**config.mk**
```make
export PLATFORM = sky130hd
export DESIGN_NAME = multicycle_controller_flat
export DESIGN_NICKNAME = d
export VERILOG_FILES = /design/src/rtl/multicycle_controller_if.sv /design/src/rtl/multicycle_controller.sv /design/src/flat_wrapper.sv
export SDC_FILE = /design/constraint.sdc
export NUM_CORES = 1
export LEC_CHECK = 0
export ABC_AREA = 1
export CORE_MARGIN = 1.5
export CORE_UTILIZATION = 38
export CTS_BUF_LIST = sky130_fd_sc_hd__clkbuf_8
export DETAILED_ROUTE_END_ITERATION = 8
export GPL_TIMING_DRIVEN = 0
export PLACE_DENSITY_LB_ADDON = 0.1
export SYNTH_ARGS = -nofsm -noshare
export SYNTH_HDL_FRONTEND = slang
export SYNTH_SLANG_ARGS = --single-unit
```
**constraint.sdc**
```tcl
create_clock -name CLOCK_50 -period 3.1 [get_ports CLOCK_50]
set_input_delay 0.465 -clock CLOCK_50 [delete_from_list [all_inputs] [get_ports CLOCK_50]]
set_output_delay 0.465 -clock CLOCK_50 [all_outputs]
set_load 0.02 [all_outputs]
```
**src/rtl/multicycle_controller_if.sv**
```systemverilog
// Handshake and datapath-control bundle between the multicycle controller (master)
// and the fetch unit / register file / ALU / data memory (slave).
interface multicycle_controller_if #(
  parameter int REG_AW = 4,
  parameter int CMD_W  = 5
);
  logic              instr_valid;
  logic [31:0]       IR_in;
  logic [3:0]        Flags_in;
  logic              dmem_ready;

  logic              instr_ready;
  logic              Wen_ARd;
  logic              Wen_Dmem;
  logic              Wen_Flags;
  logic [CMD_W-1:0]  cmd;
  logic              select_X;
  logic              select_Y;
  logic [1:0]        select_src1;
  logic [2:0]        select_src2shift;
  logic [REG_AW-1:0] rd_addr;
  logic [REG_AW-1:0] rn_addr;
  logic [REG_AW-1:0] rm_addr;
  logic              dmem_req;
  logic              pc_inc;
  logic [3:0]        flags_q;
  logic              fault;

  modport master (
    input  instr_valid, IR_in, Flags_in, dmem_ready,
    output instr_ready, Wen_ARd, Wen_Dmem, Wen_Flags, cmd, select_X, select_Y,
           select_src1, select_src2shift, rd_addr, rn_addr, rm_addr,
           dmem_req, pc_inc, flags_q, fault
  );

  modport slave (
    output instr_valid, IR_in, Flags_in, dmem_ready,
    input  instr_ready, Wen_ARd, Wen_Dmem, Wen_Flags, cmd, select_X, select_Y,
           select_src1, select_src2shift, rd_addr, rn_addr, rm_addr,
           dmem_req, pc_inc, flags_q, fault
  );
endinterface

```
**src/rtl/multicycle_controller.sv**
```systemverilog
// Multicycle ARM-subset controller: FETCH/DECODE/EXEC/MEM/WB sequencing, NZCV register,
// condition evaluation and memory handshakes. Optional macro BRANCH_LINK_EN adds BL link writes.
module multicycle_controller #(
  parameter int REG_AW   = 4,
  parameter int CMD_W    = 5,
  parameter int MAX_WAIT = 15
) (
  input  logic                   CLOCK_50,
  input  logic                   reset,
  multicycle_controller_if.master bus
);

  typedef enum logic [2:0] {FETCH, DECODE, EXEC, MEM, WB} state_t;

  state_t      state;
  logic [31:20] ir_q;
  logic [7:0]  wait_cnt;
  logic        str_q;
  logic        unused_ir;

  function automatic logic cond_pass(input logic [3:0] c, input logic [3:0] f);
    logic n, z, cy, v;
    {n, z, cy, v} = f;
    case (c)
      4'h0:    cond_pass = z;
      4'h1:    cond_pass = !z;
      4'h2:    cond_pass = cy;
      4'h3:    cond_pass = !cy;
      4'h4:    cond_pass = n;
      4'h5:    cond_pass = !n;
      4'h6:    cond_pass = v;
      4'h7:    cond_pass = !v;
      4'h8:    cond_pass = cy && !z;
      4'h9:    cond_pass = !cy || z;
      4'hA:    cond_pass = (n == v);
      4'hB:    cond_pass = (n != v);
      4'hC:    cond_pass = !z && (n == v);
      4'hD:    cond_pass = z || (n != v);
      4'hE:    cond_pass = 1'b1;
      default: cond_pass = 1'b0;
    endcase
  endfunction

  // Only IR[31:20] steers sequencing; the register fields are captured straight into the address outputs.
  assign unused_ir = ^bus.IR_in;

  // A store writes exactly on the cycle memory accepts it, so the enable follows dmem_ready directly.
  assign bus.Wen_Dmem = str_q & bus.dmem_req & bus.dmem_ready & ~reset;

  always_ff @(posedge CLOCK_50) begin
    if (reset) begin
      state                <= FETCH;
      wait_cnt             <= '0;
      str_q                <= 1'b0;
      bus.instr_ready      <= 1'b0;
      bus.Wen_ARd          <= 1'b0;
      bus.Wen_Flags        <= 1'b0;
      bus.cmd              <= '0;
      bus.select_X         <= 1'b0;
      bus.select_Y         <= 1'b0;
      bus.select_src1      <= 2'b00;
      bus.select_src2shift <= 3'b000;
      bus.rd_addr          <= '0;
      bus.rn_addr          <= '0;
      bus.rm_addr          <= '0;
      bus.dmem_req         <= 1'b0;
      bus.pc_inc           <= 1'b0;
      bus.flags_q          <= 4'b0000;
      bus.fault            <= 1'b0;
    end else begin
      bus.Wen_ARd   <= 1'b0;
      bus.Wen_Flags <= 1'b0;
      bus.pc_inc    <= 1'b0;
      bus.select_X  <= 1'b0;
      bus.select_Y  <= 1'b0;
      unique case (state)
        FETCH: begin
          bus.instr_ready <= 1'b1;
          if (bus.instr_ready && bus.instr_valid) begin
            ir_q            <= bus.IR_in[31:20];
            bus.rd_addr     <= bus.IR_in[12 +: REG_AW];
            bus.rn_addr     <= bus.IR_in[16 +: REG_AW];
            bus.rm_addr     <= bus.IR_in[0 +: REG_AW];
            bus.instr_ready <= 1'b0;
            state           <= DECODE;
          end
        end
        DECODE: begin
          if (ir_q[27:26] == 2'b11) begin
            bus.fault       <= 1'b1;
            bus.pc_inc      <= 1'b1;
            bus.instr_ready <= 1'b1;
            state           <= FETCH;
          end else if (!cond_pass(ir_q[31:28], bus.flags_q)) begin
            bus.pc_inc      <= 1'b1;
            bus.instr_ready <= 1'b1;
            state           <= FETCH;
          end else begin
            state <= EXEC;
            case (ir_q[27:26])
              2'b00: begin
                bus.cmd              <= CMD_W'(ir_q[24:21]);
                bus.select_src2shift <= ir_q[25] ? 3'b001 : 3'b000;
                bus.Wen_ARd          <= 1'b1;
                bus.Wen_Flags        <= ir_q[20];
                bus.pc_inc           <= 1'b1;
              end
              2'b01: begin
                bus.cmd              <= CMD_W'(4'b0100);
                bus.select_src2shift <= ir_q[25] ? 3'b011 : 3'b010;
              end
              default: begin
                bus.cmd              <= CMD_W'(4'b0100);
                bus.select_src1      <= 2'b10;
                bus.select_src2shift <= 3'b101;
                bus.select_Y         <= 1'b1;
`ifdef BRANCH_LINK_EN
                if (ir_q[24]) begin
                  bus.Wen_ARd <= 1'b1;
                  bus.rd_addr <= {{(REG_AW-1){1'b1}}, 1'b0};
                end
`endif
              end
            endcase
          end
        end
        EXEC: begin
          if (bus.Wen_Flags) bus.flags_q <= bus.Flags_in;
          if (ir_q[27:26] == 2'b01) begin
            bus.dmem_req <= 1'b1;
            wait_cnt     <= '0;
            str_q        <= ~ir_q[20];
            state        <= MEM;
          end else begin
            bus.cmd              <= '0;
            bus.select_src1      <= 2'b00;
            bus.select_src2shift <= 3'b000;
            bus.instr_ready      <= 1'b1;
            state                <= FETCH;
          end
        end
        MEM: begin
          // dmem_ready on the last allowed wait cycle still completes the access.
          if (bus.dmem_ready || wait_cnt == 8'(MAX_WAIT - 1)) begin
            bus.dmem_req         <= 1'b0;
            str_q                <= 1'b0;
            bus.cmd              <= '0;
            bus.select_src1      <= 2'b00;
            bus.select_src2shift <= 3'b000;
            bus.pc_inc           <= 1'b1;
            if (bus.dmem_ready && !str_q) begin
              bus.select_X <= 1'b1;
              bus.Wen_ARd  <= 1'b1;
              state        <= WB;
            end else begin
              if (!bus.dmem_ready) bus.fault <= 1'b1;
              bus.instr_ready <= 1'b1;
              state           <= FETCH;
            end
          end else begin
            wait_cnt <= wait_cnt + 8'd1;
          end
        end
        WB: begin
          bus.instr_ready <= 1'b1;
          state           <= FETCH;
        end
        default: begin
          bus.instr_ready <= 1'b1;
          state           <= FETCH;
        end
      endcase
    end
  end

endmodule

```
**src/flat_wrapper.sv**
```systemverilog
// flat-port wrapper written by rule: the top's interface ports become plain ports
module multicycle_controller_flat 
#(
  parameter int REG_AW   = 4,
  parameter int CMD_W    = 5,
  parameter int MAX_WAIT = 15
)
  (CLOCK_50, reset, bus_instr_valid, bus_IR_in, bus_Flags_in, bus_dmem_ready, bus_instr_ready, bus_Wen_ARd, bus_Wen_Dmem, bus_Wen_Flags, bus_cmd, bus_select_X, bus_select_Y, bus_select_src1, bus_select_src2shift, bus_rd_addr, bus_rn_addr, bus_rm_addr, bus_dmem_req, bus_pc_inc, bus_flags_q, bus_fault);
  multicycle_controller_if #(.REG_AW(REG_AW), .CMD_W(CMD_W)) bus_i ();
  input  logic CLOCK_50;
  input  logic reset;
  input wire logic [$bits(bus_i.instr_valid)-1:0] bus_instr_valid;
  input wire logic [$bits(bus_i.IR_in)-1:0] bus_IR_in;
  input wire logic [$bits(bus_i.Flags_in)-1:0] bus_Flags_in;
  input wire logic [$bits(bus_i.dmem_ready)-1:0] bus_dmem_ready;
  output wire logic [$bits(bus_i.instr_ready)-1:0] bus_instr_ready;
  output wire logic [$bits(bus_i.Wen_ARd)-1:0] bus_Wen_ARd;
  output wire logic [$bits(bus_i.Wen_Dmem)-1:0] bus_Wen_Dmem;
  output wire logic [$bits(bus_i.Wen_Flags)-1:0] bus_Wen_Flags;
  output wire logic [$bits(bus_i.cmd)-1:0] bus_cmd;
  output wire logic [$bits(bus_i.select_X)-1:0] bus_select_X;
  output wire logic [$bits(bus_i.select_Y)-1:0] bus_select_Y;
  output wire logic [$bits(bus_i.select_src1)-1:0] bus_select_src1;
  output wire logic [$bits(bus_i.select_src2shift)-1:0] bus_select_src2shift;
  output wire logic [$bits(bus_i.rd_addr)-1:0] bus_rd_addr;
  output wire logic [$bits(bus_i.rn_addr)-1:0] bus_rn_addr;
  output wire logic [$bits(bus_i.rm_addr)-1:0] bus_rm_addr;
  output wire logic [$bits(bus_i.dmem_req)-1:0] bus_dmem_req;
  output wire logic [$bits(bus_i.pc_inc)-1:0] bus_pc_inc;
  output wire logic [$bits(bus_i.flags_q)-1:0] bus_flags_q;
  output wire logic [$bits(bus_i.fault)-1:0] bus_fault;
  assign bus_i.instr_valid = bus_instr_valid;
  assign bus_i.IR_in = bus_IR_in;
  assign bus_i.Flags_in = bus_Flags_in;
  assign bus_i.dmem_ready = bus_dmem_ready;
  assign bus_instr_ready = bus_i.instr_ready;
  assign bus_Wen_ARd = bus_i.Wen_ARd;
  assign bus_Wen_Dmem = bus_i.Wen_Dmem;
  assign bus_Wen_Flags = bus_i.Wen_Flags;
  assign bus_cmd = bus_i.cmd;
  assign bus_select_X = bus_i.select_X;
  assign bus_select_Y = bus_i.select_Y;
  assign bus_select_src1 = bus_i.select_src1;
  assign bus_select_src2shift = bus_i.select_src2shift;
  assign bus_rd_addr = bus_i.rd_addr;
  assign bus_rn_addr = bus_i.rn_addr;
  assign bus_rm_addr = bus_i.rm_addr;
  assign bus_dmem_req = bus_i.dmem_req;
  assign bus_pc_inc = bus_i.pc_inc;
  assign bus_flags_q = bus_i.flags_q;
  assign bus_fault = bus_i.fault;
  multicycle_controller #(.REG_AW(REG_AW), .CMD_W(CMD_W), .MAX_WAIT(MAX_WAIT)) u_core (.CLOCK_50(CLOCK_50), .reset(reset), .bus(bus_i));
endmodule
```
# --- Word level (Yosys, flattened, before mapping) ---
# Cells that the tools add are included.
totals:
  ff_bits: 58
  latchBits: 0
  mem_bits_rw: 0
  rom_bits: 0
  input_bits: 40
  out_inout_bits: 35
  elab_cells: 157
  mem_count: 0
op_classes:
  addsub: 1
  multipliers: 0
  div_mod_pow: 0
  order_cmp: 0
  eq_ne: 34
  shifts: 0
  n_mux: 62
  n_bitwise: 9
  reduce_logical: 32
ops:
  columns: ["cell", "n"]
  rows:
  - ["$eq A4 B4 Y1 const B", 7]
  - ["$mux W1", 27]
  - ["$mux W3", 8]
  - ["$mux W5", 4]
  - ["$eq A4 B3 Y1 const B", 4]
  - ["$mux W8", 2]
  - ["$pmux W8 S2", 1]
  - ["$pmux W1 S15", 1]
  - ["$pmux W5 S3", 1]
  - ["$mux W2", 7]
  - ["$ne A2 B2 Y1 const B", 6]
  - ["$pmux W3 S4", 1]
  - ["$ne A2 B1 Y1 const B", 5]
  - ["$pmux W1 S2", 5]
  - ["$reduce_and A5 Y1", 2]
  - ["$pmux W3 S3", 1]
  - ["$reduce_and A3 Y1", 3]
  - ["$add A8 B1 Y8 const B", 1]
  - ["$eq A4 B2 Y1 const B", 2]
  - ["$eq A8 B4 Y1 const B", 1]
  - ["$eq A3 B2 Y1 const B", 2]
  - ["$not A1 Y1", 6]
  - ["$pmux W2 S3", 1]
  - ["$pmux W3 S2", 1]
  - ["other kinds (24)", 39]

# --- Logic depth before layout (Yosys ltp) ---
# Gate-level depths: netlist of run 1.
depth:
  ltp_word: 9
  mapped_depth: 13
  ltp_nobuf: 12

# --- Worst setup path before layout of run 1 ---
# Ideal clock, no wire load.
synth_timing:
  kind: "register to register"
  startpoint: "register u_core.bus.instr_ready"
  endpoint: "register u_core.ir_q[20] in the netlist's numbering (enable)"
  setup_ns: 0.380
  arrival_ns: 1.442
  t_required_ns: 2.720
  slack_ns: 1.278
  stages_incl_launch_ff: 6
  n_path_buf: 1
  period_less_slack_ns: 1.822
  cell_sequence: "dfxtp_1 -> nand2_1 -> inv_1 -> nand2_1 -> buf_4 -> nor2_1"
synth_between:
  elab_chain_len: 2
synth_lines:
  columns: ["element", "line", "rtl"]
  rows:
  - ["start: declaration", "multicycle_controller_if.sv:31", "output instr_ready, Wen_ARd, Wen_Dmem, Wen_Flags, cmd, select_X, select_Y,"]
  - ["start signal: assignment", "multicycle_controller.sv:55", "bus.instr_ready <= 1'b0;"]
  - ["start signal: assignment", "multicycle_controller.sv:78", "bus.instr_ready <= 1'b1;"]
  - ["start signal: assignment", "multicycle_controller.sv:84", "bus.instr_ready <= 1'b0;"]
  - ["$logic_and A1 B1 Y1", "multicycle_controller.sv:79", "if (bus.instr_ready && bus.instr_valid) begin"]
  - ["$reduce_and A3 Y1 (no source line)", null, null]
  - ["end signal: assignment", "multicycle_controller.sv:80", "ir_q <= bus.IR_in[31:20];"]
  - ["end: declaration", "multicycle_controller.sv:16", "logic [31:20] ir_q;"]
# No other way between the ends.
# A chain may end at the register's enable or synchronous reset.

# --- Worst setup path in the final report of run 1 ---
layout_timing:
  startpoint: "input reset"
  endpoint: "output bus_Wen_Dmem"
layout_between:
  elab_chain_len: 2
layout_lines:
  columns: ["element", "line", "rtl"]
  rows:
  - ["start: declaration", "flat_wrapper.sv:11", "input logic reset;"]
  - ["$not A1 Y1 (no source line)", null, null]
  - ["$and A1 B1 Y1", "multicycle_controller.sv:48", "assign bus.Wen_Dmem = str_q & bus.dmem_req & bus.dmem_ready & ~reset;"]
  - ["end: declaration", "flat_wrapper.sv:18", "output wire logic [$bits(bus_i.Wen_Dmem)-1:0] bus_Wen_Dmem;"]
# No other way between the ends.

==> impl_summary.txt, run 1 <==
----------------------------------------------------
[Min path]
  Startpoint of the worst hold path ... u_core.bus.select_src1[1]$_SDFFE_PP0P_
  Kind of path behind the tightest hold check ... flip-flop to flip-flop

[Layout]
  Design Area, Final ... 3480 µm²
  Footprint of the flip-flops and latches ... 1240 µm²
  Most common cell after layout, fill and taps aside ... sky130_fd_sc_hd__nand2_1
  Fin nets ... 450
  Commonest cells after routing, fill and taps aside ... 78 x sky130_fd_sc_hd__nand2_1, 64 x sky130_fd_sc_hd__clkdlybuf4s50_1, 44 x sky130_fd_sc_hd__dfxtp_1, 41 x sky130_fd_sc_hd__inv_1, 37 x sky130_fd_sc_hd__nor2_1
  Area occupied by multi-input gates ... 1130 µm²
  Layout area overhead ... 32.4%
  Finished Core Util ... 51.5%
  Share of final-layout standard cells stronger than drive strength 1 ... 10.0%
  N_diodes ... 0
  Filler cells ... 680

[Synth]
  Multiplexer share of the synthesized area ... 0%
  Share of synthesized area occupied by flip-flops and latches ... 47.2%
  Count of distinct cell types in the synthesized netlist ... 33
  Post-synthesis instance area ... 2630 µm²
  Yosys warning count ... 0
  Cell types with the largest area share after synthesis ... sky130_fd_sc_hd__dfxtp_1 34%, sky130_fd_sc_hd__edfxtp_1 14%, sky130_fd_sc_hd__nand2_1 11%
  Simple-gate share of the synthesized area ... 31.5%
  Cell count after synthesis ... 337
  Compound-gate portion of the synthesized area ... 9.57%
  Library cell occupying the most area in the post-synthesis netlist ... sky130_fd_sc_hd__dfxtp_1
  Xor/xnor share of the synthesized area ... 0.666%
  Number of flip-flops and latches in the synthesized netlist ... 56
  Fraction of post-synthesis cell area in the top cell type by area ... 33.5%
  Synth Area in Adders ... 0.952%
  Combinational family with the most area after synthesis ... simple AND/OR/NAND/NOR gates
  Avg Inst Size Synth ... 7.80 µm²

[Clock network]
  Root cell of the clock tree ... sky130_fd_sc_hd__clkbuf_8
  TritonCTS sink count ... 56
  Number of H-tree levels ... 2
  Clock buffers created by TritonCTS ... 5
  Buffers inserted during post-CTS setup optimization ... 0
  Clock tree buffer depth ... 2
  Clock latency on the worst-skew pair ... 0.31 ns
  Clock tree from TritonCTS ... done
  Clock Pin Slew Worst Setup and Hold Paths ... 0.10 ns
  Post-CTS resize count ... 0
  Number of buffers inserted by hold repair at cts ... 0

[Power]
  Fraction of power consumed by sequential logic ... 51.6%
  Portion of total power attributed to combinational logic ... 17.3%
  Switch share ... 26.1%
  Net switching power of the design ... 0.403 mW
  Power Dens Cells ... 444 nW/µm²
  Clock power frac ... 31.1%
  Internal power contribution ... 1.14 mW
  Leak Pwr ... 1.41 nW
  Highest ir drop seen on vdd ... 0.000243 V

[Detailed routing]
  Remaining antenna violation count after routing ... 0
  1st-pass router iterations ... 4
  Total Wirelength ... 5680 µm
  Routed vias ... 2279
  Post-route DRC ... 0
  Final routed wire length divided by cell count ... 11.6 µm
  Detailed router's first-iteration violation count ... 90
  Average via count per standard cell ... 4.66

[GRT]
  Number of global-route vias before repair ... 2083
  Largest net degree at the start of global routing ... 18
  Total overflow reported by the global router ... 0
  First-pass GRT wire length ... 9430 µm
  Number of antenna violations at the first check in global routing ... 0
  GRT Resource Usage Total ... 16.1%

[STA]
  Slew at the pin closest to its max-slew limit ... 1.02 ns
  Pins over their slew limit ... 0
  Setup Viol. Count Final ... 0
  Ratio of final minimum period to clock period ... 88.6%
  Upper clock frequency limit ... 0.364 GHz
  Endpoints failing hold ... 0
  Worst slew margin relative to its limit ... 31.6%
  Time the final worst path needs with I/O delays and setup ... 2.75 ns
  Setup repair after global routing missed its margin ... no
  Worst setup skew after layout ... 0.0178 ns
  Post-Route Hold Slack ... 0.450 ns
  Total negative setup slack ... 0 ns

[Critical path]
  Cell at the slowest stage of the critical path ... sky130_fd_sc_hd__clkdlybuf4s50_1
  Slowest Stage Delay on Critical Path ... 0.63 ns
  CP Capture Type ... primary output
  Maximum net fanout on the critical path ... 11
  Library cell appearing most often on the critical path ... sky130_fd_sc_hd__clkdlybuf4s50_1
  Crit path arrival time ... 2.28 ns
  Startpoint type of the worst setup path ... input port
  Reg2Reg Launch Point ... u_core.state[2]$_SDFFE_PP0P_
  Cell chain of the critical path ... clkdlybuf4s50_1 -> inv_1 -> nand2_1 -> nor3_1 -> clkdlybuf4s50_1
  CP Class ... input port to primary output
  Start point of the critical path ... reset
  Required time reported for the critical path endpoint ... 2.63 ns

[Run]
  Max-cap violations ... 0

[Floorplanning]
  Boundary pin count ... 75
  Area of the core region ... 6760 µm²
  Overall die area ... 7430 µm²
  Die width ... 86.2 µm
  Starting density of the core ... 38.9%
  Floorplan die height ... 86.2 µm
  Std cell rows ... 30

[Placed design]
  Half-perimeter wire length after placement ... 4350 µm
  Placer's final routability congestion estimate ... 0.826
  Placed cell areas ... 3370 µm²
  Count of buffers inserted at the top-level ports ... 64

[Status]
  Result of the run ... finished, final reports clean

----------------------------------------------------
## per-layer routing
layer | GRT usage [%] | part of all wire (%) | wire length, µm
met5 | 0 | 0 | 0
met1 | 20.8 | 47 | 2690
met4 | 4.84 | 1.1 | 65
met2 | 26.9 | 48 | 2730
met3 | 3.71 | 3.6 | 204
## power groups by stage
stage | registers (mW) | logic, mW | clock network [mW]
after floorplan | 0.845 | 0.122 | 0
after global placement | 0.814 | 0.270 | 0
after detailed placement | 0.815 | 0.271 | 0
after CTS | 0.799 | 0.272 | 0.499
after global routing | 0.802 | 0.296 | 0.527
final | 0.798 | 0.268 | 0.481
## flip-flops by register name, indices dropped and copies added (netlist names), 3 cells and up
register,flops
u_core.wait_cnt,8
u_core.bus.rm_addr,4
u_core.bus.rd_addr,4
u_core.bus.select_src2shift,3
u_core.bus.rn_addr,4
u_core.state,3
u_core.bus.cmd,4
u_core.ir_q,12
u_core.bus.flags_q,4
## final timing paths
check	slack, ns	cells after the start	endpoint
worst max-delay path	0.35	5	bus_Wen_Dmem
worst min-delay path	0.45	2	u_core.bus.select_src1[1]$_SDFFE_PP0P_
worst min register to register	0.45	2	u_core.bus.select_src1[1]$_SDFFE_PP0P_
worst max register to register	0.89	6	u_core.ir_q[26]$_DFFE_PP_
## stage by stage
step,instances,worst slack [ns],power [mW]
detailed placement,482,0.165,1.09
CTS,490,0.144,1.57
global placement,482,0.143,1.08
floorplan,338,1.28,0.967
finish,489,0.353,1.55
global route,489,0.200,1.62
## kinds of logic (layout without fill, tap and decap cells)
family                   after synthesis  in the layout
buffers and inverters                 60            131
adder cells (fa/ha/maj)                2              2
flip-flops                            56             56
other                                  1              2
AND/OR/NAND/NOR                      170            170
XOR/XNOR                               2              2
AO/OA/AOI/OAI                         46             46
## cell usage after synthesis
cell	instances
sky130_fd_sc_hd__ha_1	2
sky130_fd_sc_hd__nand2_2	3
sky130_fd_sc_hd__inv_2	7
sky130_fd_sc_hd__dfxtp_1	44
sky130_fd_sc_hd__nand3_1	23
sky130_fd_sc_hd__nor3_1	5
sky130_fd_sc_hd__buf_4	5
sky130_fd_sc_hd__nand4_1	9
sky130_fd_sc_hd__nor2_8	1
sky130_fd_sc_hd__conb_1	1
sky130_fd_sc_hd__nand3_2	2
sky130_fd_sc_hd__clkbuf_1	4
sky130_fd_sc_hd__inv_1	40
sky130_fd_sc_hd__inv_4	2
sky130_fd_sc_hd__nor3b_1	2
sky130_fd_sc_hd__buf_2	1
sky130_fd_sc_hd__o21bai_1	1
sky130_fd_sc_hd__xor2_1	2
sky130_fd_sc_hd__o21ai_0	11
sky130_fd_sc_hd__nor2_2	1
sky130_fd_sc_hd__o22ai_1	1
sky130_fd_sc_hd__nand3_4	3
sky130_fd_sc_hd__buf_8	1
sky130_fd_sc_hd__o21a_1	1
sky130_fd_sc_hd__a21oi_1	26
sky130_fd_sc_hd__nor2_1	37
sky130_fd_sc_hd__nand2_4	3
sky130_fd_sc_hd__nor2_4	3
sky130_fd_sc_hd__a31oi_1	2
sky130_fd_sc_hd__nand2_1	78
sky130_fd_sc_hd__o31ai_1	2
sky130_fd_sc_hd__a21oi_2	2
sky130_fd_sc_hd__edfxtp_1	12
## cell type report
| type | count | share of cell area [%] |
|---|---|---|
| sequential | 56 | 35.7 |
| multi-input combinational | 222 | 32.5 |
| timing repair buffer | 64 | 18.4 |
| inverter | 49 | 5.43 |
| tap | 80 | 2.88 |
| clock buffer | 5 | 1.98 |
| buffer | 10 | 1.98 |
| clock inverter | 3 | 1.22 |
## critical path: cells and delay by family
family / cells / cell delay, ns
buffers and inverters: 3 / 1.50
AND/OR/NAND/NOR: 2 / 0.31
No activity file was read; power rests on OpenSTA's default activity.
==> run 2: changes to the inputs <==
CORE_UTILIZATION = 53   (was 38)
==> impl_summary.txt, run 2 (synthesized netlist as in run 1, its figures left out) <==
----------------------------------------------------
[Floorplanning]
  Area of the core region ... 4750 µm² (-30%)
  Boundary pin count ... 75 (unchanged)
  Std cell rows ... 25 (-17%)
  Die width ... 73.4 µm (-15%)
  Overall die area ... 5390 µm² (-27%)
  Starting density of the core ... 55.3% (+16 points)
  Floorplan die height ... 73.4 µm (-15%)

[GRT]
  Number of global-route vias before repair ... 2109 (+1.2%)
  First-pass GRT wire length ... 9000 µm (-4.6%)
  Largest net degree at the start of global routing ... 17 (-1)
  Total overflow reported by the global router ... 0 (unchanged)
  GRT Resource Usage Total ... 21.2% (+5.1 points)
  Number of antenna violations at the first check in global routing ... 0 (unchanged)

[Layout]
  Top reg by flops ... u_core.ir_q
  Commonest cells after routing, fill and taps aside ... 78 x sky130_fd_sc_hd__nand2_1, 64 x sky130_fd_sc_hd__clkdlybuf4s50_1, 44 x sky130_fd_sc_hd__dfxtp_1, 42 x sky130_fd_sc_hd__inv_1, 37 x sky130_fd_sc_hd__nor2_1
  Layout area overhead ... 30.8%
  Regs by FF count ... u_core.ir_q (12), u_core.wait_cnt (8)
  Most common cell after layout, fill and taps aside ... sky130_fd_sc_hd__nand2_1
  Finished Core Util ... 72.3% (+21 points)
  Design Area, Final ... 3440 µm² (-1.2%)
  Share of final-layout standard cells stronger than drive strength 1 ... 9.76% (-0.27 points)
  Fin nets ... 451 (+0.22%)
  Max reg flops ... 12 (unchanged)
  N_diodes ... 0 (unchanged)

[Placed design]
  Count of buffers inserted at the top-level ports ... 64 (unchanged)
  Placed cell areas ... 3360 µm² (-0.48%)
  Placer's final routability congestion estimate ... 0.875 (+5.9%)
  Half-perimeter wire length after placement ... 4050 µm (-7.0%)

[STA]
  Slew at the pin closest to its max-slew limit ... 0.996 ns (-0.0259 ns)
  Ratio of final minimum period to clock period ... 95.6% (+7.0 points)
  Total negative setup slack ... 0 ns (unchanged)
  Time the final worst path needs with I/O delays and setup ... 2.96 ns (+0.218 ns)
  Setup repair after global routing missed its margin ... no
  Endpoints failing hold ... 0 (unchanged)
  Worst setup skew after layout ... 0.00798 ns (-0.00982 ns)
  Worst slew margin relative to its limit ... 33.3% (+1.7 points)
  Upper clock frequency limit ... 0.337 GHz (-7.3%)
  Pins over their slew limit ... 0 (unchanged)
  Setup Viol. Count Final ... 0 (unchanged)

[Detailed routing]
  Average via count per standard cell ... 4.79 (+2.8%)
  Routed vias ... 2285 (+0.26%)
  Total Wirelength ... 5280 µm (-7.1%)
  Post-route DRC ... 0 (unchanged)
  Detailed router's first-iteration violation count ... 156 (+73%)
  Final routed wire length divided by cell count ... 11.1 µm (-4.8%)
  1st-pass router iterations ... 4 (unchanged)
  Remaining antenna violation count after routing ... 0 (unchanged)

[Clock network]
  Clock Pin Slew Worst Setup and Hold Paths ... 0.09 ns (about the same)
  Number of H-tree levels ... 2 (unchanged)
  Clock buffers created by TritonCTS ... 5 (unchanged)
  TritonCTS sink count ... 56 (unchanged)
  Root cell of the clock tree ... sky130_fd_sc_hd__clkbuf_8
  Post-CTS resize count ... 0 (unchanged)
  Clock tree from TritonCTS ... done
  Number of buffers inserted by hold repair at cts ... 0 (unchanged)
  Buffers inserted during post-CTS setup optimization ... 0 (unchanged)
  Clock latency on the worst-skew pair ... 0.30 ns (about the same)
  Clock tree buffer depth ... 2 (unchanged)

[Critical path]
  Maximum net fanout on the critical path ... 10 (-1)
  Cell at the slowest stage of the critical path ... sky130_fd_sc_hd__clkdlybuf4s50_1
  Crit path arrival time ... 2.50 ns (+0.22 ns)
  Kind of cell adding the most delay to the critical path ... buffers and inverters
  Startpoint type of the worst setup path ... input port
  Slowest Stage Delay on Critical Path ... 0.65 ns (+0.02 ns)
  CP Capture Type ... primary output
  Library cell appearing most often on the critical path ... sky130_fd_sc_hd__clkdlybuf4s50_1
  Crit path buffers/inverters ... 4 (+1)
  CP Class ... input port to primary output
  Required time reported for the critical path endpoint ... 2.63 ns (about the same)
  Cell chain of the critical path ... clkdlybuf4s50_1 -> inv_1 -> clkbuf_1 -> nand2_1 -> nor3_1 -> clkdlybuf4s50_1

[Power]
  Fraction of power consumed by sequential logic ... 55.7% (+4.1 points)
  Net switching power of the design ... 0.377 mW (-6.4%)
  Switch share ... 26.3% (+0.29 points)
  Clock power frac ... 25.7% (-5.4 points)
  Internal power contribution ... 1.06 mW (-7.8%)
  Leak Pwr ... 1.40 nW (-0.59%)
  Portion of total power attributed to combinational logic ... 18.6% (+1.3 points)
  Highest ir drop seen on vdd ... 0.000246 V (+1.5%)
  Power Dens Cells ... 417 nW/µm² (-6.3%)

[Min path]
  Kind of path behind the tightest hold check ... flip-flop to flip-flop

[Run]
  Max-cap violations ... 0 (unchanged)

[Status]
  Result of the run ... finished, final reports clean

----------------------------------------------------
run 2: cell types whose count changed in the layout (fill, tap and decap cells not counted):
cell / delta
sky130_fd_sc_hd__bufinv_16: -1
sky130_fd_sc_hd__clkbuf_1: +1
sky130_fd_sc_hd__clkinv_2: +1
sky130_fd_sc_hd__inv_1: +1
sky130_fd_sc_hd__inv_6: -1
run 2: area by class of cell:
cell class                 instances  area (µm²)
sequential                        56        1240
inverter                          49         189
multi-input combinational        222        1130
timing repair buffer              64         641
buffer                            11        72.6
fill                             414        1320
clock buffer                       5        68.8
clock inverter                     3        12.5
tap                               67        83.8
run 2: final timing paths:
path,from,to,slack (ns),cells past startpoint
worst max register to register,u_core.state[2]$_SDFFE_PP0P_,u_core.ir_q[26]$_DFFE_PP_,0.92,6
worst min-delay path,u_core.bus.select_src1[1]$_SDFFE_PP0P_,u_core.bus.select_src1[1]$_SDFFE_PP0P_,0.46,2
worst max-delay path,reset,bus_Wen_Dmem,0.14,6
worst min register to register,u_core.bus.select_src1[1]$_SDFFE_PP0P_,u_core.bus.select_src1[1]$_SDFFE_PP0P_,0.46,2
run 2: per-stage QoR:
step	total power, mW	setup slack (ns)	hold WS (ns)	cells
detailed placement	1.08	0.147	0.442	469
global route	1.51	0.0581	0.487	477
floorplan	0.967	1.28	0.451	338
global placement	1.08	0.141	0.441	469
finish	1.43	0.136	0.457	477
CTS	1.45	0.120	0.457	477
run 2: worst reg2reg max path, delay by kind of cell, from the launching register on:
kind | cells | cell delay [ns]
flip-flops | 1 | 0.34
AND/OR/NAND/NOR | 4 | 1.15
buffers and inverters | 2 | 0.32
run 2: per-layer routing:
layer,part of all wire [%],track usage (%)
met5,0,0
met2,47,35.2
met1,47,27.4
met4,1.1,5.76
met3,5.0,5.62
run 2: power groups by stage:
stage	Clock (mW)	Combinational (mW)	Sequential [mW]
global placement	0	0.266	0.814
global route	0.406	0.297	0.802
CTS	0.384	0.269	0.798
detailed placement	0	0.268	0.815
floorplan	0	0.122	0.845
finish	0.368	0.267	0.798
